## src/rtl/zic_priority_arbiter.sv

```systemverilog
// ZIC priority arbiter: picks the highest-priority eligible pending source and
// runs a single-level request / claim / end-of-interrupt handshake with the core.
module zic_priority_arbiter #(
    parameter int NUM_SRC     = 48,
    parameter int PRIO_W      = 3,
    parameter int ID_BASE     = 16,
    parameter int ACK_TIMEOUT = 256
) (
    input  logic                      zic_clk,
    input  logic                      zic_rst,
    input  logic                      wdt_reset_i,
    input  logic [NUM_SRC-1:0]        interrupt_pending_i,
    input  logic                      interrupt_pending_valid_i,
    input  logic [NUM_SRC*PRIO_W-1:0] int_priority_i,
    input  logic [PRIO_W-1:0]         int_threshold_i,
    output logic                      irq_o,
    output logic [7:0]                irq_id_o,
    input  logic                      ack_i,
    input  logic [7:0]                ack_id_i,
    input  logic                      eoi_i,
    output logic                      in_service_o,
    output logic [7:0]                in_service_id_o,
    output logic                      ack_timeout_o
);

    localparam int TW = $clog2(ACK_TIMEOUT) + 1;
    localparam logic [TW-1:0] TIMER_LAST = TW'((ACK_TIMEOUT > 0) ? ACK_TIMEOUT - 1 : 0);

    typedef enum logic [1:0] {IDLE, REQ, SERVICE} state_t;

    state_t              state_q, state_d;
    logic                cand_valid_q;
    logic [7:0]          cand_id_q;
    logic [PRIO_W-1:0]   cand_prio_q;
    logic                win_found;
    logic [7:0]          win_idx;
    logic [PRIO_W-1:0]   win_prio;
    logic [TW-1:0]       timer_q, timer_d;
    logic                irq_d, in_service_d, ack_timeout_d, cur_pending;
    logic [7:0]          irq_id_d, in_service_id_d;

    // Strictly-greater comparison keeps the lowest index on priority ties.
    always_comb begin
        win_found = 1'b0;
        win_idx   = '0;
        win_prio  = '0;
        for (int k = 0; k < NUM_SRC; k++) begin
            if (interrupt_pending_i[k] && interrupt_pending_valid_i &&
                (int_priority_i[k*PRIO_W +: PRIO_W] > int_threshold_i) &&
                (!win_found || (int_priority_i[k*PRIO_W +: PRIO_W] > win_prio))) begin
                win_found = 1'b1;
                win_idx   = 8'(k);
                win_prio  = int_priority_i[k*PRIO_W +: PRIO_W];
            end
        end
    end

    always_comb begin
        cur_pending = 1'b0;
        for (int k = 0; k < NUM_SRC; k++) begin
            if (irq_id_o == 8'(ID_BASE + k)) cur_pending = interrupt_pending_i[k];
        end
    end

    always_comb begin
        state_d         = state_q;
        irq_d           = irq_o;
        irq_id_d        = irq_id_o;
        timer_d         = timer_q;
        in_service_d    = in_service_o;
        in_service_id_d = in_service_id_o;
        ack_timeout_d   = 1'b0;
        case (state_q)
            IDLE: begin
                if (cand_valid_q && (cand_prio_q != '0)) begin
                    irq_d    = 1'b1;
                    irq_id_d = cand_id_q;
                    timer_d  = '0;
                    state_d  = REQ;
                end
            end
            REQ: begin
                // Claim beats withdrawal so a same-edge receive-stage ack mask is harmless.
                if (ack_i && (ack_id_i == irq_id_o)) begin
                    irq_d           = 1'b0;
                    in_service_d    = 1'b1;
                    in_service_id_d = irq_id_o;
                    state_d         = SERVICE;
                end else if (!cur_pending) begin
                    irq_d   = 1'b0;
                    state_d = IDLE;
                end else if ((ACK_TIMEOUT != 0) && (timer_q == TIMER_LAST)) begin
                    irq_d         = 1'b0;
                    ack_timeout_d = 1'b1;
                    state_d       = IDLE;
                end else if (timer_q != '1) begin
                    timer_d = timer_q + 1'b1;
                end
            end
            SERVICE: begin
                if (eoi_i) begin
                    in_service_d    = 1'b0;
                    in_service_id_d = '0;
                    state_d         = IDLE;
                end
            end
            default: state_d = IDLE;
        endcase
    end

    always_ff @(posedge zic_clk or negedge zic_rst) begin
        if (!zic_rst) begin
            cand_valid_q    <= 1'b0;
            cand_id_q       <= '0;
            cand_prio_q     <= '0;
            state_q         <= IDLE;
            timer_q         <= '0;
            irq_o           <= 1'b0;
            irq_id_o        <= '0;
            in_service_o    <= 1'b0;
            in_service_id_o <= '0;
            ack_timeout_o   <= 1'b0;
        end else if (wdt_reset_i) begin
            cand_valid_q    <= 1'b0;
            cand_id_q       <= '0;
            cand_prio_q     <= '0;
            state_q         <= IDLE;
            timer_q         <= '0;
            irq_o           <= 1'b0;
            irq_id_o        <= '0;
            in_service_o    <= 1'b0;
            in_service_id_o <= '0;
            ack_timeout_o   <= 1'b0;
        end else begin
            cand_valid_q    <= win_found;
            cand_id_q       <= win_found ? (win_idx + 8'(ID_BASE)) : 8'd0;
            cand_prio_q     <= win_found ? win_prio : '0;
            state_q         <= state_d;
            timer_q         <= timer_d;
            irq_o           <= irq_d;
            irq_id_o        <= irq_id_d;
            in_service_o    <= in_service_d;
            in_service_id_o <= in_service_id_d;
            ack_timeout_o   <= ack_timeout_d;
        end
    end

endmodule

```

## config.mk

```make
export PLATFORM = sky130hd
export DESIGN_NAME = zic_priority_arbiter
export DESIGN_NICKNAME = d
export VERILOG_FILES = /design/src/rtl/zic_priority_arbiter.sv
export SDC_FILE = /design/constraint.sdc
export NUM_CORES = 1
export LEC_CHECK = 0
export ABC_AREA = 0
export BUFFER_PORTS_ARGS = -buffer_cell sky130_fd_sc_hd__buf_2
export CAP_MARGIN = 40
export CORE_MARGIN = 2
export CORE_UTILIZATION = 38
export DETAILED_ROUTE_END_ITERATION = 12
export PLACE_DENSITY = 0.61
export SLEW_MARGIN = 30
export SYNTH_ARGS = -nofsm -noshare
export SYNTH_HDL_FRONTEND = slang
export SYNTH_SLANG_ARGS = --single-unit
export TNS_END_PERCENT = 10
```

## constraint.sdc

```tcl
create_clock -name zic_clk -period 9.3 [get_ports zic_clk]
set_input_delay 0.465 -clock zic_clk [delete_from_list [all_inputs] [get_ports zic_clk]]
set_output_delay 0.465 -clock zic_clk [all_outputs]
set_load 0.005 [all_outputs]
```

==> summary.md, run 1 <==
| Metric | Value |
|---|---|
| Number of nets at the end of the flow | 3098 |
| Peak VDD IR | 0.131 mV |
| Pwr dens | 228 nW/µm² |
| Num CTS Buffers | 5 |
| Die boundary width | 187 µm |
| Max clock buf depth | 2 |
| Total number of vias | 17400 |
| Place WS | -55.87 ns |
| Remaining Overflow, GRT | 0 |
| Data arrival time of the critical path | 63.68 ns |
| R2r endpoint | timer_q[0] |
| Critical path data required time | 9.50 ns |
| Warnings from Yosys | 0 |
| Starting DRT DRC Count | 940 |
| Post-synthesis to final-layout area growth | 73.3% |
| Critical Path Start Type | input pin |
| Final Hold Fails | 0 |
| Share of layout cells above drive strength 1 | 52.0% |
| Failing checks | setup timing |
| Clock-pin transition on the worst setup and hold timing paths | 0.06 ns |
| Worst Slack Setup Final | -54.18 ns |
| End point of the critical path | cand_id_q[1] |
| Total design power | 5050 µW |
| Most area-hungry cell type in the Yosys netlist | sky130_fd_sc_hd__ha_1 |
| Synth cell types | 112 |
| Pin count of the biggest net entering global routing | 29 |
| Count of hold-fix buffers inserted at cts | 0 |
| Syn Std Cell Area | 12700 µm² |
| First element of the critical path | int_threshold_i[2] |
| Pre-antenna DRT Iters | 5 |
| Cell type with the highest occurrence count on the critical path | sky130_fd_sc_hd__buf_4 |
| Commonest cells after routing, fill and taps aside | 727 x sky130_fd_sc_hd__buf_4, 224 x sky130_fd_sc_hd__buf_2, 204 x sky130_fd_sc_hd__ha_1 |
| Overall die area | 35000 µm² |
| Clock Skews | 0.00901 ns |
| Finished Cell Area | 22100 µm² |
| Die boundary height | 187 µm |
| Worst rel slew slack | 50.1% |
| Flop2flop setup slack | 4.78 ns |
| Ratio of final minimum period to clock period | 683% |
| Type of element capturing the critical path | flop |
| Sum Neg Setup Slack | -539.23 ns |
| Number of antenna violations at the first check in global routing | 12 |
| Clock sink count | 39 |
| Proportion of netlist area held by the largest area contributor | 24.6% |
| Via count of the first global-routing pass | 17600 |
| Post-route ant nets | 0 |
| Most instantiated flip-flop cell in the synthesis netlist | sky130_fd_sc_hd__dfrtp_1 |
| Main area contributors after synthesis | sky130_fd_sc_hd__ha_1 25%, sky130_fd_sc_hd__dfrtp_1 7.7%, sky130_fd_sc_hd__inv_1 5.0% |
| Post-detailed-route DRC marker count | 0 |
| Routability cong. | 0.944 |
| Syn avg cell area | 7.48 µm² |
| Number of enable-type register cells in the synthesized netlist | 0 |
| Final critical-path required period | 63.48 ns |
| Number of violations of the max-capacitance limit | 0 |
| F_max | 15.8 MHz |
| Average wire length per cell after detail routing | 18.5 µm |
| Sequential fraction of the synthesis area | 7.66% |
| Flip-flop and latch count after synthesis | 39 |
| Worst reg2reg startpoint | irq_id_o[0] |
| Setup-failing EPs final | 10 |
| Row count | 67 |
| Starting utilization of the core area | 38.3% |
| Static power due to leakage | 0.0109 µW |
| Leading cell type in the layout, fill and taps excluded | sky130_fd_sc_hd__buf_4 |
| FILL cells | 2677 |
| HPWL reported at the end of detailed placement | 43100 µm |
| Insertion delay to the later sink of the worst-skew pair | 0.29 ns |
| Critical path's slowest cell | sky130_fd_sc_hd__a2111oi_4 |
| Number of H-tree levels | 2 |
| Synthesized instance count | 1703 |
| Placed cell area | 19300 µm² |
| Unrepaired setup endpoints after global routing | yes |
| Max-slew violations | 0 |
| Hold/Removal Path Class | in2async |
| Final routed wirelength across all metal layers | 57100 µm |
| Outcome | complete, but fails checks |
| Worst reg2reg path depth | 16 |
| Proportion of register bits with asynchronous set or reset after synthesis | 100% |
| # IOs | 228 |
| Number of I/O port buffers | 225 |
| Overall global routing resource usage | 30.4% |
| Critical setup path kind | in2reg |
| Crit-path max FO | 6 |
| Root Buffer Master | sky130_fd_sc_hd__clkbuf_16 |
| CORE AREA | 33300 µm² |
| Transition time of the tightest slew-check pin | 0.747 ns |
| Max stage delay on crit path | 0.45 ns |
| Detailed-route vias per instance | 5.62 |
| First-pass GRT wire length | 87500 µm |
| TritonCTS clock tree | done |
-- where the power goes --
group	internal (µW)	switching, µW
sequential	196	31.4
clock	126	70.4
combinational	2440	2180
total	2760	2280
-- layer usage --
metal | wire length (µm) | GRT usage [%]
met2 | 28800 | 57.7
met3 | 3040 | 3.41
met1 | 22800 | 34.9
met5 | 78 | 0
met4 | 2400 | 11.0
-- how the worst min path moves through the flow --
| stage | from | to | slack [ns] | cells past startpoint |
|---|---|---|---|---|
| 6_report | zic_rst | timer_q[5] | 0.11 | 1 |
| 2_1_floorplan | zic_rst | ack_timeout_o | 0.17 | 0 |
| 4_1_cts | zic_rst | timer_q[5] | 0.12 | 1 |
| 5_1_grt | zic_rst | timer_q[3] | 0.13 | 1 |
| 3_3_place_gp | in_service_o | in_service_o | 0.46 | 1 |
| 3_5_place_dp | zic_rst | timer_q[5] | 0.42 | 1 |
-- critical path, delay by kind of cell --
kind / cells / cell delay, ns
AOI/OAI and AO/OA: 182 / 28.63
muxes: 11 / 3.31
buffers and inverters: 69 / 7.96
and+or+nand+nor: 65 / 8.91
adders and majority gates: 53 / 14.18
-- state kept, by name, summed over array words and instances (netlist names) --
signal	cells
ack_timeout_o	1
state_q	2
in_service_id_o	7
cand_prio_q	3
cand_id_q	7
cand_valid_q	1
in_service_o	1
irq_id_o	7
irq_o	1
timer_q	9
-- cell usage after synthesis, types with 20 or more instances --
cell type	instances
sky130_fd_sc_hd__a21o_1	43
sky130_fd_sc_hd__a21oi_1	123
sky130_fd_sc_hd__a31oi_1	28
sky130_fd_sc_hd__and2_1	24
sky130_fd_sc_hd__dfrtp_1	39
sky130_fd_sc_hd__ha_1	251
sky130_fd_sc_hd__inv_1	170
sky130_fd_sc_hd__mux2i_1	21
sky130_fd_sc_hd__nand2_1	139
sky130_fd_sc_hd__nand3_1	65
sky130_fd_sc_hd__nor2_1	117
sky130_fd_sc_hd__nor2b_1	58
sky130_fd_sc_hd__nor3_1	32
sky130_fd_sc_hd__o2111ai_1	20
sky130_fd_sc_hd__o21a_1	22
sky130_fd_sc_hd__o21ai_0	86
sky130_fd_sc_hd__or3_1	20
-- per-stage QoR --
step | util, % | hold WS [ns] | instances
floorplan | - | 0.169 | 1704
global placement | 57.8 | 0.464 | 2918
detailed placement | 57.8 | 0.419 | 2919
CTS | 64.0 | 0.125 | 3057
global route | 66.3 | 0.133 | 3091
finish | 66.4 | 0.109 | 3093
-- cell type report --
cell class	instances	area [µm²]	share of cell area [%]
Tap cell	448	561	2.54
Clock buffer	5	125	0.567
Sequential cell	39	977	4.43
Timing Repair Buffer	963	6720	30.4
Multi-Input combinational cell	1459	13000	58.8
Inverter	170	646	2.92
Antenna cell	6	15.0	0.0680
Clock inverter	3	43.8	0.198
-- cells by family after synthesis --
family / count (synthesis) / share of synthesized area (%)
AO/OA/AOI/OAI: 584 / 33.1
AND/OR/NAND/NOR: 557 / 22.3
adder cells (fa/ha/maj): 261 / 25.4
buffers and inverters: 206 / 6.55
multiplexers: 42 / 3.95
flip-flops: 39 / 7.66
XOR/XNOR: 13 / 0.894
other: 1 / 0.0294
-- repair_timing --
action	4_1_cts	5_1_grt
hold endpoints to repair	0	0
pin swaps	257	139
setup buffers	130	29
setup endpoints to repair	10	10
gates resized for setup	191	99
(Power assumes the default switching activity.)
==> run 2, diff against run 1 <==
--- a/config.mk
+++ b/config.mk
@@ -5,13 +5,14 @@
 export SDC_FILE = /design/constraint.sdc
 export NUM_CORES = 1
 export LEC_CHECK = 0
-export ABC_AREA = 0
+export ABC_AREA = 1
 export BUFFER_PORTS_ARGS = -buffer_cell sky130_fd_sc_hd__buf_2
 export CAP_MARGIN = 40
 export CORE_MARGIN = 2
 export CORE_UTILIZATION = 38
 export DETAILED_ROUTE_END_ITERATION = 12
-export PLACE_DENSITY = 0.61
+export GPL_TIMING_DRIVEN = 1
+export PLACE_DENSITY = 0.62
 export SLEW_MARGIN = 30
 export SYNTH_ARGS = -nofsm -noshare
 export SYNTH_HDL_FRONTEND = slang
==> run 2 against run 1 <==
The run still ends with setup timing left. Flip-flop and latch count did not move. Hold slack got worse by 0.057 ns. Sequential share of layout area rose by 1.0 points. Register-to-register slack got worse by 0.84 ns. Routed wire length fell by 23%. First-iteration DRC count fell by 19%. Global-route usage fell by 4.4 points. Combinational power fell by 12%. Utilization fell by 7.2 points. Total power fell by 12%. Clock-buffer cell count did not move. Sequential power barely moved. Critical endpoint is now cand_id_q[5]. Highest routed layer unchanged.
==> summary.md, run 2 <==
| Metric | Value |
|---|---|
| Outcome | complete, but fails checks |
| Failing checks | setup timing |
| Clock sink count | 39 |
| Total design power | 4450 µW |
| Number of nets at the end of the flow | 3001 |
| Max clock buf depth | 2 |
| Detailed-route vias per instance | 5.16 |
| Sequential fraction of the synthesis area | 8.37% |
| Most area-hungry cell type in the Yosys netlist | sky130_fd_sc_hd__ha_1 |
| F_max | 20.5 MHz |
| Final Core Density | 59.1% |
| Internal power summed over all cells | 2270 µW |
| Num CTS Buffers | 5 |
| Routability cong. | 0.889 |
| Average wire length per cell after detail routing | 14.9 µm |
| R2r endpoint | timer_q[6] |
| Overall die area | 32100 µm² |
| Starting DRT DRC Count | 762 |
| Syn avg cell area | 6.29 µm² |
| Worst reg2reg path depth | 38 |
| Final critical-path required period | 48.74 ns |
| Worst reg2reg startpoint | irq_id_o[0] |
| FILL cells | 2864 |
| Type of element capturing the critical path | flop |
| Proportion of netlist area held by the largest area contributor | 26.9% |
| Worst rel slew slack | 56.9% |
| Sum Neg Setup Slack | -390.67 ns |
| Final routed wirelength across all metal layers | 43900 µm |
| Layer with the highest usage after global routing | met2 |
| Pin count of the biggest net entering global routing | 40 |
| Most instantiated flip-flop cell in the synthesis netlist | sky130_fd_sc_hd__dfrtp_1 |
| Overall global routing resource usage | 26.0% |
| Max stage delay on crit path | 0.33 ns |
| Number of I/O port buffers | 225 |
| Combinational Power Share | 91.2% |
| Leading cell type in the layout, fill and taps excluded | sky130_fd_sc_hd__buf_4 |
| Flop2flop setup slack | 3.94 ns |
| Crit-path max FO | 7 |
| Post-route ant nets | 0 |
| TritonCTS clock tree | done |
| CORE AREA | 30400 µm² |
| Syn Std Cell Area | 11700 µm² |
| Biggest register | timer_q |
| Synth cell count leaders | 404 x sky130_fd_sc_hd__nand2_1, 251 x sky130_fd_sc_hd__ha_1, 241 x sky130_fd_sc_hd__inv_1 |
| Switching Fraction | 49.0% |
| Row count | 64 |
| Critical Path Start Type | input pin |
| Via count of the first global-routing pass | 14300 |
| Number of antenna violations at the first check in global routing | 4 |
| Part of the power in the clock network | 3.7% |
| Area fraction in and, or, nand and nor cells after synthesis | 38.9% |
| Synth cell types | 53 |
| Worst Slack Setup Final | -39.44 ns |
| Main combinational cell family by area after synthesis | simple AND/OR/NAND/NOR gates |
| Total number of vias | 15200 |
| Insertion delay to the later sink of the worst-skew pair | 0.28 ns |
| Root Buffer Master | sky130_fd_sc_hd__clkbuf_16 |
| Ratio of final minimum period to clock period | 524% |
| Flip-flop and latch count after synthesis | 39 |
| Critical setup path kind | in2reg |
| Hold/Removal Path Class | in2async |
| Final Hold Fails | 0 |
| Number of H-tree levels | 2 |
| Post-synthesis xor/xnor area fraction | 0.150% |
| Die boundary height | 179 µm |
| Adder and majority cell fraction of the synthesized area | 26.9% |
| Pwr dens | 247 nW/µm² |
| Main area contributors after synthesis | sky130_fd_sc_hd__ha_1 27%, sky130_fd_sc_hd__nand2_1 13%, sky130_fd_sc_hd__o21ai_0 8.7% |
| Die boundary width | 179 µm |
| Max-slew violations | 0 |
| Cell with the most instances after synthesis | sky130_fd_sc_hd__nand2_1 |
| Met3 Usage GRT | 1.65% |
| Clock-pin transition on the worst setup and hold timing paths | 0.06 ns |
| Cell Count Post-Placement | 2876 |
| Setup-failing EPs final | 11 |
| Share of layout cells above drive strength 1 | 42.5% |
| Transition time of the tightest slew-check pin | 0.642 ns |
| Number of violations of the max-capacitance limit | 0 |
| Post-detailed-route DRC marker count | 0 |
| Starting utilization of the core area | 38.3% |
| Number of enable-type register cells in the synthesized netlist | 0 |
| Remaining Overflow, GRT | 0 |
| Commonest cells after routing, fill and taps aside | 459 x sky130_fd_sc_hd__buf_4, 354 x sky130_fd_sc_hd__nand2_1, 237 x sky130_fd_sc_hd__ha_1 |
| Warnings from Yosys | 0 |
| Critical path data required time | 9.48 ns |
| First-pass GRT wire length | 67700 µm |
| Critical path's slowest cell | sky130_fd_sc_hd__ha_4 |
| Final non-filler cell total | 2939 |
| Clock Skews | 0.00822 ns |
| Sequential cell fraction of total power | 5.1% |
| Data arrival time of the critical path | 48.91 ns |
| Post-synthesis compound-gate area fraction | 17.0% |
| Reported net switching power | 2180 µW |
| Met1 Resource Use GR | 33.8% |
| Unrepaired setup endpoints after global routing | yes |
| Static power due to leakage | 0.0103 µW |
| Proportion of register bits with asynchronous set or reset after synthesis | 100% |
| Synthesized instance count | 1853 |
| HPWL reported at the end of detailed placement | 35400 µm |
| M2 GR Usage | 47.1% |
| Peak VDD IR | 0.178 mV |
| Cell type with the highest occurrence count on the critical path | sky130_fd_sc_hd__nand2_2 |
| Post-synthesis to final-layout area growth | 54.3% |
| # IOs | 228 |
| Max reg flops | 9 |
| Portion of netlist area occupied by mux cells | 0% |
| Pre-antenna DRT Iters | 5 |
## run 2: changes by cell type after synthesis, sizes merged, moves of 18 or more
cell,delta
nand2,+388
nand3,+131
o21ai,+103
inv,+75
a21oi,-69
nor2b,-59
nand4,+37
a21o,-31
o21a,-24
mux2i,-21
or3,-21
and2,-19
o2111ai,-18
## run 2: final cells by class
cell class / count / area (µm²) / share of cell area, %
timing repair buffer: 691 / 4660 / 25.9
antenna: 1 / 2.50 / 0.0139
sequential: 39 / 976 / 5.42
inverter: 250 / 948 / 5.27
tap: 396 / 495 / 2.75
clock inverter: 3 / 20.0 / 0.111
clock buffer: 5 / 125 / 0.695
multi-input combinational: 1554 / 10800 / 59.8
## run 2: power by group through the flow
stage	registers [µW]	clock network (µW)	logic [µW]
finish	226	164	4060
global route	229	172	4550
global placement	229	0	3260
CTS	225	165	3600
detailed placement	228	0	3380
floorplan	221	0	2140
## run 2: how the worst max path moves through the flow
stage | startpoint | to | cells after the start
after floorplan | int_threshold_i[2] | cand_id_q[5] | 453
after global placement | int_threshold_i[1] | cand_id_q[5] | 426
after detailed placement | int_threshold_i[1] | cand_id_q[5] | 424
after CTS | int_threshold_i[1] | cand_id_q[5] | 453
after global routing | int_threshold_i[2] | cand_id_q[5] | 452
final | int_threshold_i[1] | cand_id_q[5] | 454
## run 2: repair_timing
| action | CTS | global route |
|---|---|---|
| setup buffers | 21 | 30 |
| pin swaps | 98 | 205 |
| gates resized for setup | 134 | 152 |
| endpoints found under the setup margin | 11 | 11 |
| hold buffers | 0 | 0 |
| cloned | 0 | 0 |
## run 2: logic make-up after synthesis
logic type,Yosys count
and+or+nand+nor,949
AOI/OAI and AO/OA,350
adders and majority gates,251
buffers and inverters,261
other,1
xor gates and xnor gates,2
DFF,39
## run 2: metrics by stage
stage / hold WS [ns] / instance area (µm²) / setup slack, ns
6_report: 0.0520 / 18000 / -39.44
2_1_floorplan: 0.169 / 11900 / -38.27
4_1_cts: 0.333 / 17200 / -39.12
5_1_grt: 0.0670 / 18000 / -43.90
3_3_place_gp: 0.453 / 16500 / -39.96
3_5_place_dp: 0.471 / 16500 / -41.79
## run 2: routing by layer
metal | up-vias | wire [µm]
met5 | - | 29
met4 | 6 | 952
met3 | 75 | 1930
met2 | 377 | 21600
met1 | 6955 | 19400
li1 | 7758 | -
## run 2: worst max-delay path, delay by kind of cell
kind | cells | cell delay, ns
adder cells (fa/ha/maj) | 49 | 13.73
buffers and inverters | 63 | 3.67
AO/OA/AOI/OAI | 119 | 12.65
AND/OR/NAND/NOR | 223 | 18.14
